### config.mk
export PLATFORM = sky130hd
export DESIGN_NAME = aes_avalon_host_master
export DESIGN_NICKNAME = d
export VERILOG_FILES = /design/src/rtl/aes_avalon_host_master.sv
export SDC_FILE = /design/constraint.sdc
export NUM_CORES = 1
export LEC_CHECK = 0
export ABC_AREA = 0
export BUFFER_PORTS_ARGS = -buffer_cell sky130_fd_sc_hd__buf_2
export CAP_MARGIN = 20
export CELL_PAD_IN_SITES_DETAIL_PLACEMENT = 0
export CELL_PAD_IN_SITES_GLOBAL_PLACEMENT = 2
export CORE_MARGIN = 4
export CORE_UTILIZATION = 31
export CTS_BUF_LIST = sky130_fd_sc_hd__clkbuf_8
export CTS_CLUSTER_SIZE = 8
export DETAILED_ROUTE_END_ITERATION = 7
export HOLD_SLACK_MARGIN = 0.05
export PLACE_DENSITY_LB_ADDON = 0.1
export SYNTH_ARGS = -nofsm -noshare
export SYNTH_HDL_FRONTEND = slang
export SYNTH_SLANG_ARGS = --single-unit
### constraint.sdc
create_clock -name clock -period 3.85 [get_ports clock]
set_clock_uncertainty 0.05 [all_clocks]
set_input_delay 0.77 -clock clock [delete_from_list [all_inputs] [get_ports clock]]
set_output_delay 0.77 -clock clock [all_outputs]
set_load 0.05 [all_outputs]
### src/rtl/aes_avalon_host_master.sv
// aes_avalon_host_master
//   Avalon-MM initiator that runs the AES accelerator's command/status/data
//   register protocol for one 128-bit block at a time. The block comes in on a
//   valid/ready stream and the result leaves on a valid/ready stream.
//
// Build option:
//   AES_HOST_AUTOSTART_EN - when defined, a START command (write 3 to addr 1)
//   is issued once after reset before the first block is accepted.
//
// Parameters:
//   POLL_LIMIT   max status reads per poll phase before giving up (0 = unlimited)
//
// Ports:
//   clock, resetn            rising-edge clock, synchronous active-low reset
//   in_valid/in_ready        input block handshake (in_ready only in IDLE)
//   in_block[127:0]          block, [127:96] sent first
//   out_valid/out_ready      result handshake, result held until taken
//   out_block[127:0]         result, [127:96] from addr 4
//   err                      one-cycle pulse on poll timeout
//   busy                     high whenever not IDLE
//   avm_*                    Avalon-MM initiator, zero read latency
module aes_avalon_host_master #(
  parameter int POLL_LIMIT = 1024
) (
  input  logic         clock,
  input  logic         resetn,
  input  logic         in_valid,
  output logic         in_ready,
  input  logic [127:0] in_block,
  output logic         out_valid,
  input  logic         out_ready,
  output logic [127:0] out_block,
  output logic         err,
  output logic         busy,
  output logic [7:0]   avm_address,
  output logic         avm_chipselect,
  output logic         avm_read,
  output logic         avm_write,
  output logic [31:0]  avm_writedata,
  input  logic [31:0]  avm_readdata,
  input  logic         avm_waitrequest
);

  localparam int CW = (POLL_LIMIT > 0) ? $clog2(POLL_LIMIT + 1) : 1;
  localparam logic [CW:0] LIMIT_V = (CW+1)'(POLL_LIMIT);

  localparam logic [2:0] S_IDLE   = 3'd0;
  localparam logic [2:0] S_XFER   = 3'd1;
  localparam logic [2:0] S_GAP    = 3'd2;
  localparam logic [2:0] S_OUTPUT = 3'd3;
  localparam logic [2:0] S_START  = 3'd4;

`ifdef AES_HOST_AUTOSTART_EN
  localparam logic [2:0] S_RESET = S_START;
`else
  localparam logic [2:0] S_RESET = S_IDLE;
`endif

  // Transaction steps within one block; ERR_CLR is the status clear that
  // follows a poll timeout.
  localparam logic [3:0] ST_CMD_IN   = 4'd0;
  localparam logic [3:0] ST_WR0      = 4'd1;
  localparam logic [3:0] ST_WR3      = 4'd4;
  localparam logic [3:0] ST_POLL_IN  = 4'd5;
  localparam logic [3:0] ST_CLR_IN   = 4'd6;
  localparam logic [3:0] ST_CMD_OUT  = 4'd7;
  localparam logic [3:0] ST_POLL_OUT = 4'd8;
  localparam logic [3:0] ST_RD0      = 4'd9;
  localparam logic [3:0] ST_RD3      = 4'd12;
  localparam logic [3:0] ST_CLR_OUT  = 4'd13;
  localparam logic [3:0] ST_ERR_CLR  = 4'd14;

  logic [2:0]       state_q;
  logic [2:0]       after_gap_q;
  logic [3:0]       step_q;
  logic [3:0][31:0] blk_q;
  logic [3:0][31:0] res_q;
  logic [CW-1:0]    cnt_q;
  logic             err_q;
  logic             rst_done_q;

  logic        req_wr;
  logic [7:0]  req_addr;
  logic [31:0] req_wdata;
  logic        act, done, is_poll, is_rd, timeout_hit;

  always_comb begin
    req_wr    = 1'b0;
    req_addr  = 8'd0;
    req_wdata = 32'd0;
    if (state_q == S_START) begin
      req_wr = 1'b1; req_addr = 8'd1; req_wdata = 32'd3;
    end else begin
      case (step_q)
        ST_CMD_IN: begin req_wr = 1'b1; req_addr = 8'd1; req_wdata = 32'd1; end
        4'd1, 4'd2, 4'd3, 4'd4: begin
          // WR0 sends blk_q[3] (bits 127:96), WR3 sends blk_q[0]
          req_wr = 1'b1; req_addr = 8'd3; req_wdata = blk_q[2'(4'd4 - step_q)];
        end
        ST_POLL_IN, ST_POLL_OUT: req_addr = 8'd2;
        ST_CLR_IN, ST_CLR_OUT, ST_ERR_CLR: begin req_wr = 1'b1; req_addr = 8'd2; end
        ST_CMD_OUT: begin req_wr = 1'b1; req_addr = 8'd1; req_wdata = 32'd2; end
        4'd9, 4'd10, 4'd11, 4'd12: req_addr = 8'd4 + {4'd0, step_q - ST_RD0};
        default: ;
      endcase
    end
  end

  // rst_done_q keeps every output quiet on the reset edge itself and on the
  // cycle after it when START_CMD is the reset state.
  assign act            = rst_done_q && ((state_q == S_XFER) || (state_q == S_START));
  assign done           = act && !avm_waitrequest;
  assign is_poll        = (step_q == ST_POLL_IN) || (step_q == ST_POLL_OUT);
  assign is_rd          = (step_q >= ST_RD0) && (step_q <= ST_RD3);
  assign timeout_hit    = (POLL_LIMIT != 0) && (({1'b0, cnt_q} + (CW+1)'(1)) == LIMIT_V);

  assign avm_chipselect = act;
  assign avm_read       = act && !req_wr;
  assign avm_write      = act && req_wr;
  assign avm_address    = act ? req_addr : 8'd0;
  assign avm_writedata  = act ? req_wdata : 32'd0;

  assign in_ready  = rst_done_q && (state_q == S_IDLE);
  assign busy      = (state_q != S_IDLE);
  assign out_valid = (state_q == S_OUTPUT);
  assign out_block = res_q;
  assign err       = err_q;

  always_ff @(posedge clock) begin
    if (!resetn) begin
      state_q     <= S_RESET;
      after_gap_q <= S_IDLE;
      step_q      <= ST_CMD_IN;
      blk_q       <= '0;
      res_q       <= '0;
      cnt_q       <= '0;
      err_q       <= 1'b0;
      rst_done_q  <= 1'b0;
    end else begin
      rst_done_q <= 1'b1;
      err_q      <= 1'b0;
      case (state_q)
        S_IDLE: if (in_valid && in_ready) begin
          blk_q   <= in_block;
          step_q  <= ST_CMD_IN;
          state_q <= S_XFER;
        end
        S_START: if (done) begin
          state_q     <= S_GAP;
          after_gap_q <= S_IDLE;
        end
        S_XFER: if (done) begin
          state_q     <= S_GAP;
          after_gap_q <= S_XFER;
          if (is_poll) begin
            // failed poll repeats the same step after its GAP
            if (avm_readdata[0]) begin
              step_q <= step_q + 4'd1;
            end else begin
              if (POLL_LIMIT != 0) cnt_q <= cnt_q + CW'(1);
              if (timeout_hit) begin
                err_q  <= 1'b1;
                step_q <= ST_ERR_CLR;
              end
            end
          end else begin
            cnt_q <= '0;
            if (is_rd) res_q[2'(ST_RD3 - step_q)] <= avm_readdata;
            case (step_q)
              ST_CLR_OUT: after_gap_q <= S_OUTPUT;
              ST_ERR_CLR: after_gap_q <= S_IDLE;
              default:    step_q      <= step_q + 4'd1;
            endcase
          end
        end
        S_GAP:    state_q <= after_gap_q;
        S_OUTPUT: if (out_ready) state_q <= S_IDLE;
        default:  state_q <= S_IDLE;
      endcase
    end
  end

endmodule

==> results of run 1 <==
## registers in the layout, summed over array words and instances, names as in the netlist
name / flops
after_gap_q: 2
blk_q: 128
cnt_q: 11
err: 1
out_block: 128
rst_done_q: 1
state_q: 2
step_q: 4
## metal layers
metal  wire length (um)  share of wire [%]  GRT usage [%]
met1              18000                 44           24.2
met2              19000                 46           31.0
met3               3160                7.7           6.89
met4                934                2.3           4.95
met5                185               0.45              0
## worst reg2reg max path: stages, from the launching register on
cell	delay (ps)
dfxtp_1	530
nand3_1	300
inv_2	180
nand2b_1	200
nor3_2	420
and2_1	600
buf_12	260
nand2_1	70
a21boi_0	150
## report_power, final
part,leakage (uW),internal (uW),switching [uW],total [uW]
Clock,0.000607,1530,1250,2770
Sequential,0.00224,2940,42.3,2990
Combinational,0.00337,200,282,482
## cell families (layout without fill, tap and decap cells)
group | count (synthesis) | in the layout | synth area share [%]
AO/OA/AOI/OAI | 314 | 315 | 19.4
XOR/XNOR | 6 | 6 | 0.442
adder cells (fa/ha/maj) | 7 | 7 | 0.736
buffers and inverters | 121 | 458 | 4.28
flip-flops | 277 | 277 | 46.6
multiplexers | 33 | 33 | 6.14
other | 1 | 9 | 0.0315
AND/OR/NAND/NOR | 641 | 641 | 22.4
## cells in the final DEF (no fill, tap or decap), types with 3 or more instances in the layout
cell / count
nor3_1: 7
diode_2: 6
a21boi_1: 19
o21ai_0: 20
mux4_2: 32
nand2_1: 531
nor2b_1: 4
xnor2_1: 4
a21boi_0: 241
nand2b_1: 5
nor2_1: 12
dfxtp_1: 276
a21oi_1: 6
clkbuf_8: 63
nand4_1: 7
buf_12: 6
ha_1: 6
nand3_1: 7
buf_4: 16
and2_1: 10
and3_1: 34
o31ai_1: 5
o211ai_1: 3
inv_1: 31
buf_2: 335
a22oi_1: 3
clkinv_2: 3
or2_2: 3
conb_1: 3
## what timing repair did
action	4_1_cts	5_1_grt
setup endpoints to repair	4	0
gates resized for setup	3	0
setup buffers	2	0
## metrics by stage
stage                     worst slack (ps)  power, uW  instance area [sq um]  hold slack (ps)
final                                  190       6240                  15100              366
after global routing                  43.3       6540                  15100              335
after CTS                              114       6370                  15100              305
after detailed placement               540       3530                  14000              396
after global placement                 626       3530                  14000              388
after floorplan                        213       3320                  11900              390
## area by class of cell
class	count	area, sq um
repair buffers	358	1930
clock inverters	28	135
multi-input cells	1005	5920
inverters	9	33.8
clock buffers	63	867
flip-flops and latches	277	5550
diodes	6	15.0
well taps	511	639
fillers	4008	22700
## worst max path at each step
stage | start | endpoint | slack [ps] | cells past startpoint
final | step_q[1]$_SDFFE_PN0P_ | avm_writedata[31] | 190 | 6
after detailed placement | step_q[0]$_SDFFE_PN0P_ | avm_address[4] | 540 | 7
after global routing | step_q[1]$_SDFFE_PN0P_ | avm_writedata[31] | 40 | 6
after CTS | step_q[1]$_SDFFE_PN0P_ | avm_writedata[31] | 110 | 6
after floorplan | step_q[0]$_SDFFE_PN0P_ | avm_writedata[0] | 210 | 7
after global placement | step_q[0]$_SDFFE_PN0P_ | avm_address[3] | 630 | 7
==> results_dict.tcl, run 1 <==
set metrics [dict create \
    worstSetupEndpointType "output pin" \
    grt_max_degree 261 \
    wl_per_cell_um 18.3 \
    io_pins 340 \
    maximum_vdd_ir_drop_mv 0.197 \
    area_share_of_the_largest_cell_type_after_synthesis_pct 46.6 \
    drc 0 \
    timing.critical_path.fanout_max 22 \
    reg2reg_from "state_q[0]$_SDFFE_PN0P_" \
    crit_path_cell_trace "inv_1 -> ha_2 -> buf_12 -> mux4_2 -> and3_1 -> buf_2" \
    synth_most_common_cell "nand2_1" \
    async_reset_ff_share_pct 0 \
    grt_use_total_pct 19.0 \
    cp-start-kind "register" \
    yosysUniqueCellTypes 61 \
    io_port_bufs 336 \
    core_area_sq_um 37800 \
    drt.antenna.violating_nets 0 \
    final.period_utilization_pct 95.1 \
    cts_made_buffers 51 \
    worst_path_max_stage_delay_ps 590 \
    reg2reg_to "out_block[112]$_SDFFE_PN0P_" \
    post_synth.cell_area_avg_sq_um 8.50 \
    cp_slowest_cell "ha_2" \
    cells_after_synthesis 1400 \
    worstMarginPinSlew_ps 1310 \
    max_cap_violations 0 \
    cellLeakagePower_uw 0.00622 \
    drt-vias-per-instance 4.65 \
    sequential_cell_area_fraction_in_the_yosys_report_pct 46.6 \
    clock_sinks 277 \
    synth_area_sq_um 11900 \
    initial_utilization_pct 31.5 \
    whs_endpoint "blk_q[28]$_SDFFE_PN0P_" \
    synth_flop_cell "dfxtp_1" \
    postRouteWirelength_mm 41.2 \
    number_of_drc_markers_in_iteration_0 439 \
    die_area_sq_um 41600 \
    clkSlewWorstSetupHoldPaths_ps 60 \
    power_density_nw_per_um2 414 \
    worstPathBufferInverterCount 3 \
    cts_root_buf "clkbuf_8" \
    post_synth_most_frequent_cells "nand2_1 (532), dfxtp_1 (277), a21boi_0 (241), clkbuf_1 (91), and3_1 (34)" \
    die_width_um 204 \
    max-slew-margin-rel_pct 12.4 \
    grt_setup_unrepaired "false" \
    reg2reg_slack_ps 1010 \
    fp-row-count 71 \
    finish.net_count 1874 \
    clock_tree.htree_level_count 2 \
    placed_cells 2157 \
    cp_top_family "adder cells" \
    min_from "in_block[28]" \
    ys_warn_count 0 \
    status "completed" \
    grt_antenna_before_repair 20 \
    min_delay_path_depth 3 \
    drt_pre_antenna_iters 4 \
    dr_total_vias 10500 \
    holdCritPathClass "in -> reg" \
    final_max_slew_viol_count 0 \
    gr-total-overflow 0 \
    postSynthRegisterBits 277 \
    grt_first_pass_wirelength_mm 62.4 \
    hold_viol 0 \
    fin_setup_tns_ps 0 \
    post-dp-hpwl_mm 27.4 \
    r2r_cells 8 \
    setup.worst_path.class "reg -> out" \
    final-setup-viol-count 0 \
    gp_congestion 0.762 \
    fmax_ghz 0.273 \
    synth-edff-count 0 \
    crit_arrival_ps 2840 \
    final_cell_count_no_fill 2257 \
    post_route_cells_drive_above_1_share_pct 27.9 \
    final.min_clock_period_ps 3660 \
    yosys.area.top_type "dfxtp_1" \
    synth.area.top_cells "dfxtp_1 (47%), nand2_1 (17%), a21boi_0 (15%)" \
    final_core_utilization_pct 40.0 \
    overall_die_height_um 204 \
    area_growth_pct 26.8 \
    cts_tree "yes" \
    post_cts_hold_buffer_count 0 \
    worst-endpoint-required_ps 3030 \
    clockBufferDepth 3 \
    first_global_vias 10500 \
    clkLatencyLatePin_ps 610 \
]
No activity file was read; power rests on OpenSTA's default activity.
==> inputs of run 2 (changes only) <==
- ABC_CLOCK_PERIOD_IN_PS: not set -> 3850
- CORE_UTILIZATION: 31 -> 23
- CTS_BUF_LIST: sky130_fd_sc_hd__clkbuf_8 -> sky130_fd_sc_hd__clkbuf_16
==> run 2 against run 1 <==
Combinational power rose by 4%; routed wire length rose by 8.7%; critical path depth rose by 1; register-to-register slack improved by 230 ps; cell area rose by 1.7%; worst setup slack got worse by 14 ps; die area rose by 33%; largest cell class unchanged; highest routed layer unchanged.
==> results_dict.tcl, run 2 (synthesis gave the netlist of run 1 again) <==
set metrics [dict create \
    status "completed" \
    post_route_cells_drive_above_1_share_pct 27.2 \
    worst-endpoint-required_ps 3030 \
    grt_first_pass_wirelength_mm 67.6 \
    crit_arrival_ps 2850 \
    cts_post_setup_buffers_inserted 0 \
    finish.net_count 1865 \
    regArea_sq_um 5550 \
    io_port_bufs 336 \
    hold_viol 0 \
    setup.worst_path.class "reg -> out" \
    final-setup-viol-count 0 \
    layout.cells.most_common_list "nand2_1 (531), buf_2 (335), dfxtp_1 (276), a21boi_0 (241), clkbuf_16 (40)" \
    clkLatencyLatePin_ps 540 \
    cts_root_buf "clkbuf_16" \
    cellLeakagePower_uw 0.00614 \
    drc 0 \
    initial_utilization_pct 23.2 \
    clock_tree.htree_level_count 2 \
    drt-vias-per-instance 4.43 \
    reg2reg_slack_ps 1240 \
    reg2reg_from "cnt_q[0]$_SDFFE_PN0P_" \
    timing.critical_path.fanout_max 29 \
    die_width_um 235 \
    worstMarginPinSlew_ps 963 \
    max_cap_violations 0 \
    post_cts_hold_buffer_count 0 \
    grt_antenna_before_repair 21 \
    drt_pre_antenna_iters 5 \
    io_pins 340 \
    clockBufferDepth 3 \
    wl_per_cell_um 18.8 \
    worstSetupEndpointType "output pin" \
    whs_endpoint "out_block[22]$_SDFFE_PN0P_" \
    max-slew-margin-rel_pct 35.4 \
    fin_setup_tns_ps 0 \
    post-dp-hpwl_mm 30.6 \
    grt_max_degree 140 \
    min_from "out_block[22]$_SDFFE_PN0P_" \
    overall_die_height_um 235 \
    area_growth_pct 28.9 \
    gp_congestion 0.758 \
    final_common_cell "nand2_1" \
    clock_sinks 277 \
    gr-total-overflow 0 \
    dr_total_vias 10600 \
    cts_tree "yes" \
    first_global_vias 10700 \
    cts_made_buffers 40 \
    grt_use_total_pct 15.6 \
    final_max_slew_viol_count 0 \
    r2r_cells 7 \
    maximum_vdd_ir_drop_mv 0.253 \
    power_density_nw_per_um2 431 \
    die_area_sq_um 55400 \
    fp-row-count 83 \
    clkSlewWorstSetupHoldPaths_ps 50 \
    fmax_ghz 0.272 \
    postRouteWirelength_mm 44.8 \
    final.min_clock_period_ps 3670 \
    count_of_filler_cells_inserted_in_the_layout 5654 \
    drt.antenna.violating_nets 0 \
    holdCritPathClass "reg -> reg" \
    grt_setup_unrepaired "false" \
    postLayoutSetupSlackWorst_ps 176 \
    final.period_utilization_pct 95.4 \
    cp-start-kind "register" \
    post_cts_resize_count 0 \
    min_delay_path_depth 2 \
    number_of_drc_markers_in_iteration_0 502 \
    reg2reg_to "step_q[2]$_SDFFE_PN0P_" \
    dp_slack_ps 757 \
    multi_input_area_sq_um 5890 \
    core_area_sq_um 51300 \
]
[run 2: critical path, stage by stage (launching register included)]
cell	delay, ps
dfxtp_4	430
inv_1	120
ha_1	320
nor4_1	610
a21oi_4	110
buf_4	280
and3_1	210
buf_2	210
[run 2: worst max-delay path by stage]
stage / from / end / slack (ps) / cells past startpoint
floorplan: step_q[0]$_SDFFE_PN0P_ / avm_writedata[0] / 210 / 7
global placement: step_q[0]$_SDFFE_PN0P_ / avm_writedata[25] / 790 / 7
detailed placement: step_q[0]$_SDFFE_PN0P_ / avm_writedata[28] / 760 / 7
CTS: step_q[0]$_SDFFE_PN0P_ / avm_writedata[28] / 140 / 7
global route: step_q[0]$_SDFFE_PN0P_ / avm_writedata[12] / 20 / 7
finish: step_q[0]$_SDFFE_PN0P_ / avm_writedata[9] / 180 / 7
[run 2: metrics by stage]
step,utilization (%),total power [uW],cell area (sq um),instances,hold WS (ps)
2_1_floorplan,-,3320,11900,1402,390
3_3_place_gp,27.8,3560,14300,2331,389
3_5_place_dp,27.8,3560,14300,2331,393
4_1_cts,29.9,6780,15300,2376,381
5_1_grt,29.9,6900,15300,2378,404
6_report,29.9,6610,15300,2385,398
[run 2: area by class of cell]
| type | instances | area share [%] |
|---|---|---|
| Sequential cell | 277 | 36.2 |
| Tap cell | 680 | 5.54 |
| Clock buffer | 40 | 6.52 |
| Clock inverter | 5 | 0.236 |
| Multi-Input combinational cell | 1004 | 38.4 |
| Inverter | 9 | 0.220 |
| Antenna cell | 9 | 0.147 |
| Timing Repair Buffer | 361 | 12.8 |
[run 2: routing by layer]
layer | vias up | GRT usage, % | part of all wire [%]
li1 | 5249 | - | -
met1 | 4958 | 19.5 | 44
met2 | 267 | 25.9 | 47
met3 | 76 | 4.98 | 6.7
met4 | 22 | 4.27 | 1.9
met5 | - | 0 | 0.26
[run 2: report_power, final]
| group | switching (uW) | leakage (uW) | internal, uW |
|---|---|---|---|
| Sequential | 41.3 | 0.00224 | 2950 |
| Clock | 1290 | 0.000520 | 1830 |
| Combinational | 294 | 0.00338 | 208 |
